### src/rtl/cursor_pkg.sv
// Shared definitions for the cursor report packer: FSM encoding, header layout
// and packet clamp helpers.
package cursor_pkg;

    localparam logic [1:0] ST_IDLE = 2'd0;
    localparam logic [1:0] ST_HDR  = 2'd1;
    localparam logic [1:0] ST_XB   = 2'd2;
    localparam logic [1:0] ST_YB   = 2'd3;

    localparam int unsigned HDR_BTN_LSB = 0;
    localparam int unsigned HDR_ONE     = 3;
    localparam int unsigned HDR_XSGN    = 4;
    localparam int unsigned HDR_YSGN    = 5;
    localparam int unsigned HDR_XOV     = 6;
    localparam int unsigned HDR_YOV     = 7;

    localparam int unsigned REPORT_BYTES = 3;
    localparam int          PKT_CLAMP    = 127;

    function automatic logic [7:0] clamp_pkt(input logic signed [15:0] v);
        if (v > 16'(PKT_CLAMP))
            return 8'(PKT_CLAMP);
        else if (v < -16'(PKT_CLAMP))
            return 8'(-PKT_CLAMP);
        else
            return v[7:0];
    endfunction

    function automatic logic over_pkt(input logic signed [15:0] v);
        return (v > 16'(PKT_CLAMP)) || (v < -16'(PKT_CLAMP));
    endfunction

endpackage

### src/rtl/sat_accum16.sv
// Per-axis 16-bit signed accumulator: optional residual subtract and sample add,
// saturating at +/-ACC_LIM.
module sat_accum16 #(
    parameter logic signed [15:0] ACC_LIM = 16'sd32767
) (
    input  logic               clk,
    input  logic               rst,
    input  logic               add_en,
    input  logic signed [7:0]  add_val,
    input  logic               sub_en,
    input  logic signed [7:0]  sub_val,
    output logic signed [15:0] acc
);

    localparam logic signed [17:0] LIM18 = {{2{ACC_LIM[15]}}, ACC_LIM};

    logic signed [17:0] sum;
    logic signed [15:0] acc_nxt;

    // 18 bits hold acc - sub + add without overflow before the clamp.
    always_comb begin
        sum = {{2{acc[15]}}, acc};
        if (sub_en)
            sum = sum - {{10{sub_val[7]}}, sub_val};
        if (add_en)
            sum = sum + {{10{add_val[7]}}, add_val};
        if (sum > LIM18)
            acc_nxt = ACC_LIM;
        else if (sum < -LIM18)
            acc_nxt = -ACC_LIM;
        else
            acc_nxt = sum[15:0];
    end

    always_ff @(posedge clk or posedge rst) begin
        if (rst)
            acc <= '0;
        else
            acc <= acc_nxt;
    end

endmodule

### src/rtl/cursor_report_packer.sv
// Accumulates cursor motion and periodically emits a 3-byte report
// (header, X, Y) over a valid/ready byte stream.
module cursor_report_packer
    import cursor_pkg::*;
#(
    parameter logic [15:0]        REPORT_DIV = 16'd1000,
    parameter logic signed [15:0] ACC_LIM    = 16'sd32767
) (
    input  logic              clk,
    input  logic              rst,
    input  logic              sample_en,
    input  logic signed [7:0] dx,
    input  logic signed [7:0] dy,
    input  logic [2:0]        buttons,
    output logic [7:0]        m_data,
    output logic              m_valid,
    input  logic              m_ready,
    output logic              busy
);

    logic [1:0]         state;
    logic [15:0]        cnt;
    logic               report_due;
    logic [2:0]         last_buttons;
    logic [7:0]         px, py;
    logic               xov, yov;
    logic [2:0]         pb;
    logic signed [15:0] acc_x, acc_y;
    logic               idle, wrap, quiet, latch, accept;
    logic [7:0]         hdr;

    assign idle    = (state == ST_IDLE);
    assign wrap    = (cnt == REPORT_DIV - 16'd1);
    assign quiet   = (acc_x == '0) && (acc_y == '0) && (buttons == last_buttons);
    assign latch   = idle && report_due && !quiet;
    assign m_valid = !idle;
    assign busy    = !idle;
    assign accept  = m_valid && m_ready;

    sat_accum16 #(.ACC_LIM(ACC_LIM)) u_acc_x (
        .clk     (clk),
        .rst     (rst),
        .add_en  (sample_en),
        .add_val (dx),
        .sub_en  (latch),
        .sub_val (clamp_pkt(acc_x)),
        .acc     (acc_x)
    );

    sat_accum16 #(.ACC_LIM(ACC_LIM)) u_acc_y (
        .clk     (clk),
        .rst     (rst),
        .add_en  (sample_en),
        .add_val (dy),
        .sub_en  (latch),
        .sub_val (clamp_pkt(acc_y)),
        .acc     (acc_y)
    );

    always_ff @(posedge clk or posedge rst) begin
        if (rst) begin
            cnt        <= '0;
            report_due <= 1'b0;
        end else begin
            cnt <= wrap ? '0 : cnt + 16'd1;
            // A wrap coinciding with consumption starts a fresh interval, so set wins.
            if (wrap)
                report_due <= 1'b1;
            else if (idle && report_due)
                report_due <= 1'b0;
        end
    end

    always_ff @(posedge clk or posedge rst) begin
        if (rst) begin
            state        <= ST_IDLE;
            last_buttons <= '0;
            px           <= '0;
            py           <= '0;
            xov          <= 1'b0;
            yov          <= 1'b0;
            pb           <= '0;
        end else begin
            case (state)
                ST_IDLE: if (latch) begin
                    px           <= clamp_pkt(acc_x);
                    py           <= clamp_pkt(acc_y);
                    xov          <= over_pkt(acc_x);
                    yov          <= over_pkt(acc_y);
                    pb           <= buttons;
                    last_buttons <= buttons;
                    state        <= ST_HDR;
                end
                ST_HDR:  if (accept) state <= ST_XB;
                ST_XB:   if (accept) state <= ST_YB;
                ST_YB:   if (accept) state <= ST_IDLE;
                default: state <= ST_IDLE;
            endcase
        end
    end

    always_comb begin
        hdr                       = '0;
        hdr[HDR_BTN_LSB +: 3]     = pb;
        hdr[HDR_ONE]              = 1'b1;
        hdr[HDR_XSGN]             = px[7];
        hdr[HDR_YSGN]             = py[7];
        hdr[HDR_XOV]              = xov;
        hdr[HDR_YOV]              = yov;
        case (state)
            ST_HDR:  m_data = hdr;
            ST_XB:   m_data = px;
            ST_YB:   m_data = py;
            default: m_data = '0;
        endcase
    end

endmodule

### config.mk
export PLATFORM = sky130hd
export DESIGN_NAME = cursor_report_packer
export DESIGN_NICKNAME = d
export VERILOG_FILES = /design/src/rtl/cursor_pkg.sv /design/src/rtl/sat_accum16.sv /design/src/rtl/cursor_report_packer.sv
export SDC_FILE = /design/constraint.sdc
export NUM_CORES = 1
export LEC_CHECK = 0
export BUFFER_PORTS_ARGS = -buffer_cell sky130_fd_sc_hd__buf_2
export CAP_MARGIN = 0
export CELL_PAD_IN_SITES_DETAIL_PLACEMENT = 1
export CELL_PAD_IN_SITES_GLOBAL_PLACEMENT = 2
export CORE_ASPECT_RATIO = 1.25
export CORE_MARGIN = 4
export CORE_UTILIZATION = 35
export DETAILED_ROUTE_END_ITERATION = 10
export PLACE_DENSITY_LB_ADDON = 0.08
export REMOVE_ABC_BUFFERS = 1
export SKIP_CTS_REPAIR_TIMING = 1
export SYNTH_ARGS = -nofsm -noshare
export SYNTH_HDL_FRONTEND = slang
export SYNTH_HIERARCHICAL = 1
export SYNTH_SLANG_ARGS = --single-unit
### constraint.sdc
create_clock -name clk -period 5.35 [get_ports clk]
set_input_delay 0.535 -clock clk [delete_from_list [all_inputs] [get_ports clk]]
set_output_delay 0.535 -clock clk [all_outputs]
set_load 0.01 [all_outputs]
==> results of run 1 <==
[layer usage]
metal,track usage [%],vias up
met3,1.97,41
met4,7.69,0
met1,22.7,3892
li1,-,3886
met2,43.8,61
met5,0,-
[flip-flops by register name, summed over array words and instances (netlist names), 2 cells and up]
register,cells
cnt,16
pb,3
px,8
py,8
state,2
u_acc_x/acc,16
u_acc_y/acc,16
[through the flow]
stage                     cell area (µm²)  TNS [ps]  power, µW
after floorplan                      7780         0       4460
after global placement               9460      -586       6820
after detailed placement             9460     -1120       6870
after CTS                            9770     -2090       7540
after global routing                10300      -443       8720
final                               10300         0       8020
[kinds of logic (layout without fill, tap and decap cells)]
group	after synthesis	after routing	share of synthesized area (%)
adders and majority gates	76	76	12.2
muxes	50	50	7.23
buffers and inverters	109	277	5.98
AOI/OAI and AO/OA	302	302	26.5
DFF	72	72	22.5
xor gates and xnor gates	55	55	6.01
and+or+nand+nor	305	305	19.6
[cell usage after synthesis, types with 14 or more instances]
cell | count | area, µm²
a21oi_1 | 74 | 370
clkbuf_1 | 24 | 90.1
ha_1 | 72 | 901
nand4_1 | 22 | 138
nand3_1 | 25 | 125
nor3_1 | 18 | 90.1
dfrtp_1 | 72 | 1800
mux2_2 | 27 | 304
a21o_1 | 32 | 240
o211ai_1 | 14 | 105
nor2_1 | 88 | 330
xnor2_1 | 35 | 307
mux2i_1 | 14 | 140
nand2b_1 | 23 | 144
inv_1 | 62 | 233
o21ai_0 | 57 | 285
xor2_1 | 20 | 175
nand2_1 | 62 | 233
[worst min path at each step]
stage            from              to  slack, ps
3_5_place_dp   cnt[0]          cnt[0]        460
2_1_floorplan  cnt[0]          cnt[0]        430
3_3_place_gp   cnt[0]          cnt[0]        450
5_1_grt           rst  u_acc_x/acc[6]        360
4_1_cts           rst  u_acc_x/acc[3]        300
6_report          rst  u_acc_x/acc[6]        300
[power by group]
part | switching (µW) | internal (µW) | leakage (µW) | total (µW)
Combinational | 3570 | 2990 | 0.00364 | 6560
Sequential | 146 | 692 | 0.000889 | 838
Clock | 235 | 384 | 0.000148 | 620
[worst max-delay path: cells and delay by family (launching register included)]
| kind | cells | cell delay [ps] |
|---|---|---|
| compound gates | 7 | 1110 |
| buf+inv | 3 | 340 |
| xor+xnor | 1 | 160 |
| simple gates | 10 | 2280 |
| fa+ha+maj | 3 | 780 |
| flops | 1 | 440 |
[area by class of cell]
type / instances / area [µm²]
Tap cell: 283 / 354
Timing Repair Buffer: 197 / 1420
Clock buffer: 11 / 253
Multi-Input combinational cell: 788 / 6190
Fill cell: 2692 / 12000
Clock inverter: 5 / 55.1
Sequential cell: 72 / 1810
Inverter: 64 / 240
==> metrics.txt, run 1 <==
cell-by-cell trace of the critical path=nor4_4 -> a21oi_2 -> inv_1 -> nand2_1 -> or2_2 -> ha_2 -> fa_2 -> nor2b_4 -> o31ai_4 -> buf_4 -> and2_4 -> xnor2_4 -> a21o_1 -> ha_1 -> or3_4 -> a2111oi_4 -> a21oi_2 -> a21oi_2 -> and4_1 -> o21bai_2 -> buf_4 -> nand2_1 -> or4_1 -> nand4bb_1; crit-path most repeated cell=a21oi_2; CTS tree=yes; maxcap violations=0; final hold vios=0; Num CTS Buffers=9; met3 wire length=roughly 260 µm; register area share after synthesis=between 20% and 30%; WHS=299 ps; CP max stage delay=500 ps; gr usage total=21.7%; largest net degree at the start of global routing=41; drt wl/cell=around 19 µm; PnR worst setup slack=179 ps; most frequent cells in the layout=buf_4, nor2_1, dfrtp_1, a21oi_1; WP data arrival=~5500 ps; VDD IR max=470 µV; clock sinks=72; layout cells sized above 1=between 30 and 40%; Crit. End Element=flop; critical path's slowest cell=or4_1; commonest non-fill, non-tap cell in the layout=buf_4; first-pass GRT wire length=around 44 mm; core area=22400 µm²; I/O pin count=33; final core utilization=a little under half; worst skew pair latency=~350 ps; crit path max fanout=3; Synth Flop Type=dfrtp_1; wire length on met2=15.7 mm; pwr dens=777 nW/µm²; Synth cell types=97; Critical Path Start Type=flop; max frequency=a little under 200 MHz; Post-synth ARST share=100%; Synth-to-Final Area Change=28.7%; vias per cell=between 5 and 6; initial antenna violation count=0; hold crit path type=input pin to async pin; Post-Layout Cell Count=1420; Post-DP HPWL=about 22 mm; Critical Path Sink=u_acc_x/acc[0]; # DRC=0; Die Footprint=25400 µm²; maximum clock path buffer count=2; RR Startpoint=u_acc_x/acc[10]; DR pass1 iterations=4; number of synthesized register bits=just over 70; Post-synth EDFFs=0; Site Rows=between 60 and 70; top routing layer in use=met4; ant diodes=0; starting density of the core=35.8%; vias in the first global route=8492; reg-to-reg slack, setup=roughly 180 ps; Critical Path RT=5620 ps; crit path time final=between 5000 and 6000 ps; htree depth=3; gpl congestion=between 0.8 and 0.9; CP Class=flop to flop; GR Overflow Total=0; worst reg2reg path depth=24; Slew Limit Fails=0; met1 wire length=approximately 10 mm; placed cell count=1393; status=completed; Post-Synthesis Cell Area=approximately 8000 µm²; detailed router's first-iteration violation count=about 240; DIE WIDTH=143 µm; Total Routed Length=27.3 mm; nets=~1200; Worst-path clk slew=~60 ps; dpl ws=-208 ps; Static Leak=between 0.004 and 0.005 µW; Post-Synthesis Cells=about 970; CTS Root Cell=clkbuf_16; Slew @ Worst Pin=~760 ps; die height=177 µm; crit path from=u_acc_x/acc[10]; remaining antenna violation count=0; synthesized area per cell=roughly 8.3 µm²; final setup fails=0; IO Port Bufs=32; Final period util=between 90% and 100%; Final Skew=around 6.4 ps; vias post-DR=~8000; yosys warns=6; RR Endpoint=u_acc_x/acc[0]; relative slew slack=approximately half
Note: power is estimated with default switching activity, not from simulation.
==> inputs of run 2 (changes only) <==
--- a/config.mk
+++ b/config.mk
@@ -5,7 +5,7 @@
 export SDC_FILE = /design/constraint.sdc
 export NUM_CORES = 1
 export LEC_CHECK = 0
-export BUFFER_PORTS_ARGS = -buffer_cell sky130_fd_sc_hd__buf_2
+export BUFFER_PORTS_ARGS = -buffer_cell sky130_fd_sc_hd__clkbuf_2
 export CAP_MARGIN = 0
 export CELL_PAD_IN_SITES_DETAIL_PLACEMENT = 1
 export CELL_PAD_IN_SITES_GLOBAL_PLACEMENT = 2
==> metrics.txt, run 2 (synthesized netlist as in run 1, its figures left out) <==
core area=22400 µm² (unchanged); Largest regs=cnt x16, u_acc_x/acc x16, u_acc_y/acc x16; Slew @ Worst Pin=847 ps (+87.3 ps); CTS Root Cell=clkbuf_16; met2 Use GR=43.5% (-0.29 points); nets=1228 (-0.24%); Final period util=96.0% (-0.62 points); starting density of the core=35.8% (unchanged); Critical Path RT=5570 ps (-50 ps); detailed router's first-iteration violation count=246 (+1.2%); final core utilization=45.5% (-0.60 points); Post-DP Area=9390 µm² (-0.69%); setup TNS=0 ps (unchanged); maxcap violations=0 (unchanged); crit path max fanout=8 (+5); met1 usage=22.3% (-0.38 points); RR Endpoint=u_acc_y/acc[5]; GRT busiest layer=met2; most frequent cells in the layout=buf_4, nor2_1, dfrtp_1, ha_1; GR Overflow Total=0 (unchanged); final setup fails=0 (unchanged); Worst-path clk slew=60 ps (about the same); Total Routed Length=27.2 mm (about the same); max frequency=195 MHz (+0.65%); final hold vios=0 (unchanged); worst skew pair latency=330 ps (-20 ps); CTS tree=yes; WP data arrival=5350 ps (-100 ps); IO Port Bufs=32 (unchanged); layout cells sized above 1=30.2% (-0.096 points); DR pass1 iterations=7 (+3); reg-to-reg slack, setup=210 ps (+30 ps); CP Class=flop to flop; Slew Limit Fails=0 (unchanged); M3 GR Usage=2.00% (+0.027 points); placed cell count=1386 (-0.50%); largest net degree at the start of global routing=41 (unchanged); Critical Path Start Type=flop; vias in the first global route=8257 (-2.8%); worst reg2reg path depth=25 (+4.2%); I/O pin count=33 (unchanged); remaining antenna violation count=0 (unchanged); hold crit path type=input pin to async pin; RR Startpoint=u_acc_y/acc[11]; DIE WIDTH=143 µm (unchanged); VDD IR max=446 µV (-5.2%); status=completed; ant diodes=0 (unchanged); relative slew slack=43.1% (-5.9 points); initial antenna violation count=0 (unchanged); Synth-to-Final Area Change=27.0%; htree depth=3 (unchanged); gpl congestion=0.830 (-2.5%); vias per cell=5.55 (about the same); first-pass GRT wire length=42.7 mm (-1.9%); vias post-DR=7869 (-0.14%); Post-DP HPWL=22.1 mm (about the same); Post-Layout Cell Count=1417 (-0.21%); WHS=304 ps (+4.21 ps); crit path time final=5140 ps (-33.2 ps); # DRC=0 (unchanged); Final Skew=7.28 ps (+0.836 ps); crit path from=u_acc_y/acc[11]; Static Leak=0.00462 µW (-1.2%); die height=177 µm (unchanged); drt wl/cell=19.2 µm (+0.17%); Design Area, Final=10200 µm² (-1.3%); clock sinks=72 (unchanged); commonest non-fill, non-tap cell in the layout=buf_4; maximum clock path buffer count=2 (unchanged); Die Footprint=25400 µm² (unchanged); pwr dens=771 nW/µm² (-0.76%); Crit. End Element=flop; Site Rows=61 (unchanged); gr usage total=21.3% (-0.39 points); Num CTS Buffers=9 (unchanged)
run 2: cell types whose count changed in the layout (fill, tap and decap cells not counted), moves of 2 or more:
cell | previous run | this run
buf_2 | 32 | 0
clkbuf_2 | 0 | 32
ha_1 | 59 | 64
ha_4 | 9 | 5
a21oi_1 | 62 | 60
a21oi_2 | 14 | 16
dfrtp_1 | 67 | 65
dfrtp_2 | 5 | 7
run 2: area by class of cell:
| class | count | area (µm²) |
|---|---|---|
| Clock buffer | 11 | 243 |
| Inverter | 64 | 240 |
| Tap cell | 283 | 354 |
| Multi-Input combinational cell | 788 | 6120 |
| Clock inverter | 5 | 32.5 |
| Sequential cell | 72 | 1810 |
| Fill cell | 2717 | 12200 |
| Timing Repair Buffer | 194 | 1380 |
run 2: per-stage QoR:
step                      setup WS [ps]  total power (µW)
after floorplan                     310              4460
after global placement             26.3              6790
after detailed placement           -100              6820
after CTS                          -133              7430
after global routing              -68.0              8550
final                               213              7850
run 2: layer usage:
layer  part of all wire, %  vias up  wire length (µm)
met5                     0        -                 0
met3                  0.99       36               269
met1                    39     3881             10600
met4                   2.9        0               803
li1                      -     3890                 -
met2                    57       62             15600
run 2: power breakdown:
part | total (µW) | switching (µW) | leakage, µW | internal, µW
registers | 845 | 152 | 0.000888 | 693
logic | 6440 | 3540 | 0.00360 | 2910
clock network | 563 | 238 | 0.000128 | 325
total | 7850 | 3930 | 0.00462 | 3930
run 2: how the worst max path moves through the flow:
stage / end / slack, ps
final: u_acc_y/acc[5] / 210
after global routing: u_acc_x/acc[7] / -70
after CTS: u_acc_y/acc[3] / -130
after detailed placement: u_acc_y/acc[3] / -100
after global placement: u_acc_y/acc[3] / 30
after floorplan: u_acc_y/acc[3] / 310
run 2: worst max-delay path: stages, from the launching register on:
cell and delay [ps]:
dfrtp_1 420, buf_4 160, nor4_4 320, a21oi_1 140, buf_4 190, a21o_1 180
inv_1 60, ha_1 240, buf_4 150, o211ai_1 250, a21o_1 160, a21oi_2 80
or3_1 350, a31oi_1 200, buf_4 160, inv_1 40, ha_1 340, nand2_1 120
nor2_1 150, o21ai_2 90, a31oi_1 170, o21a_1 190, o211ai_1 150, a2111oi_4 340
a41oi_2 210, o31a_1 150
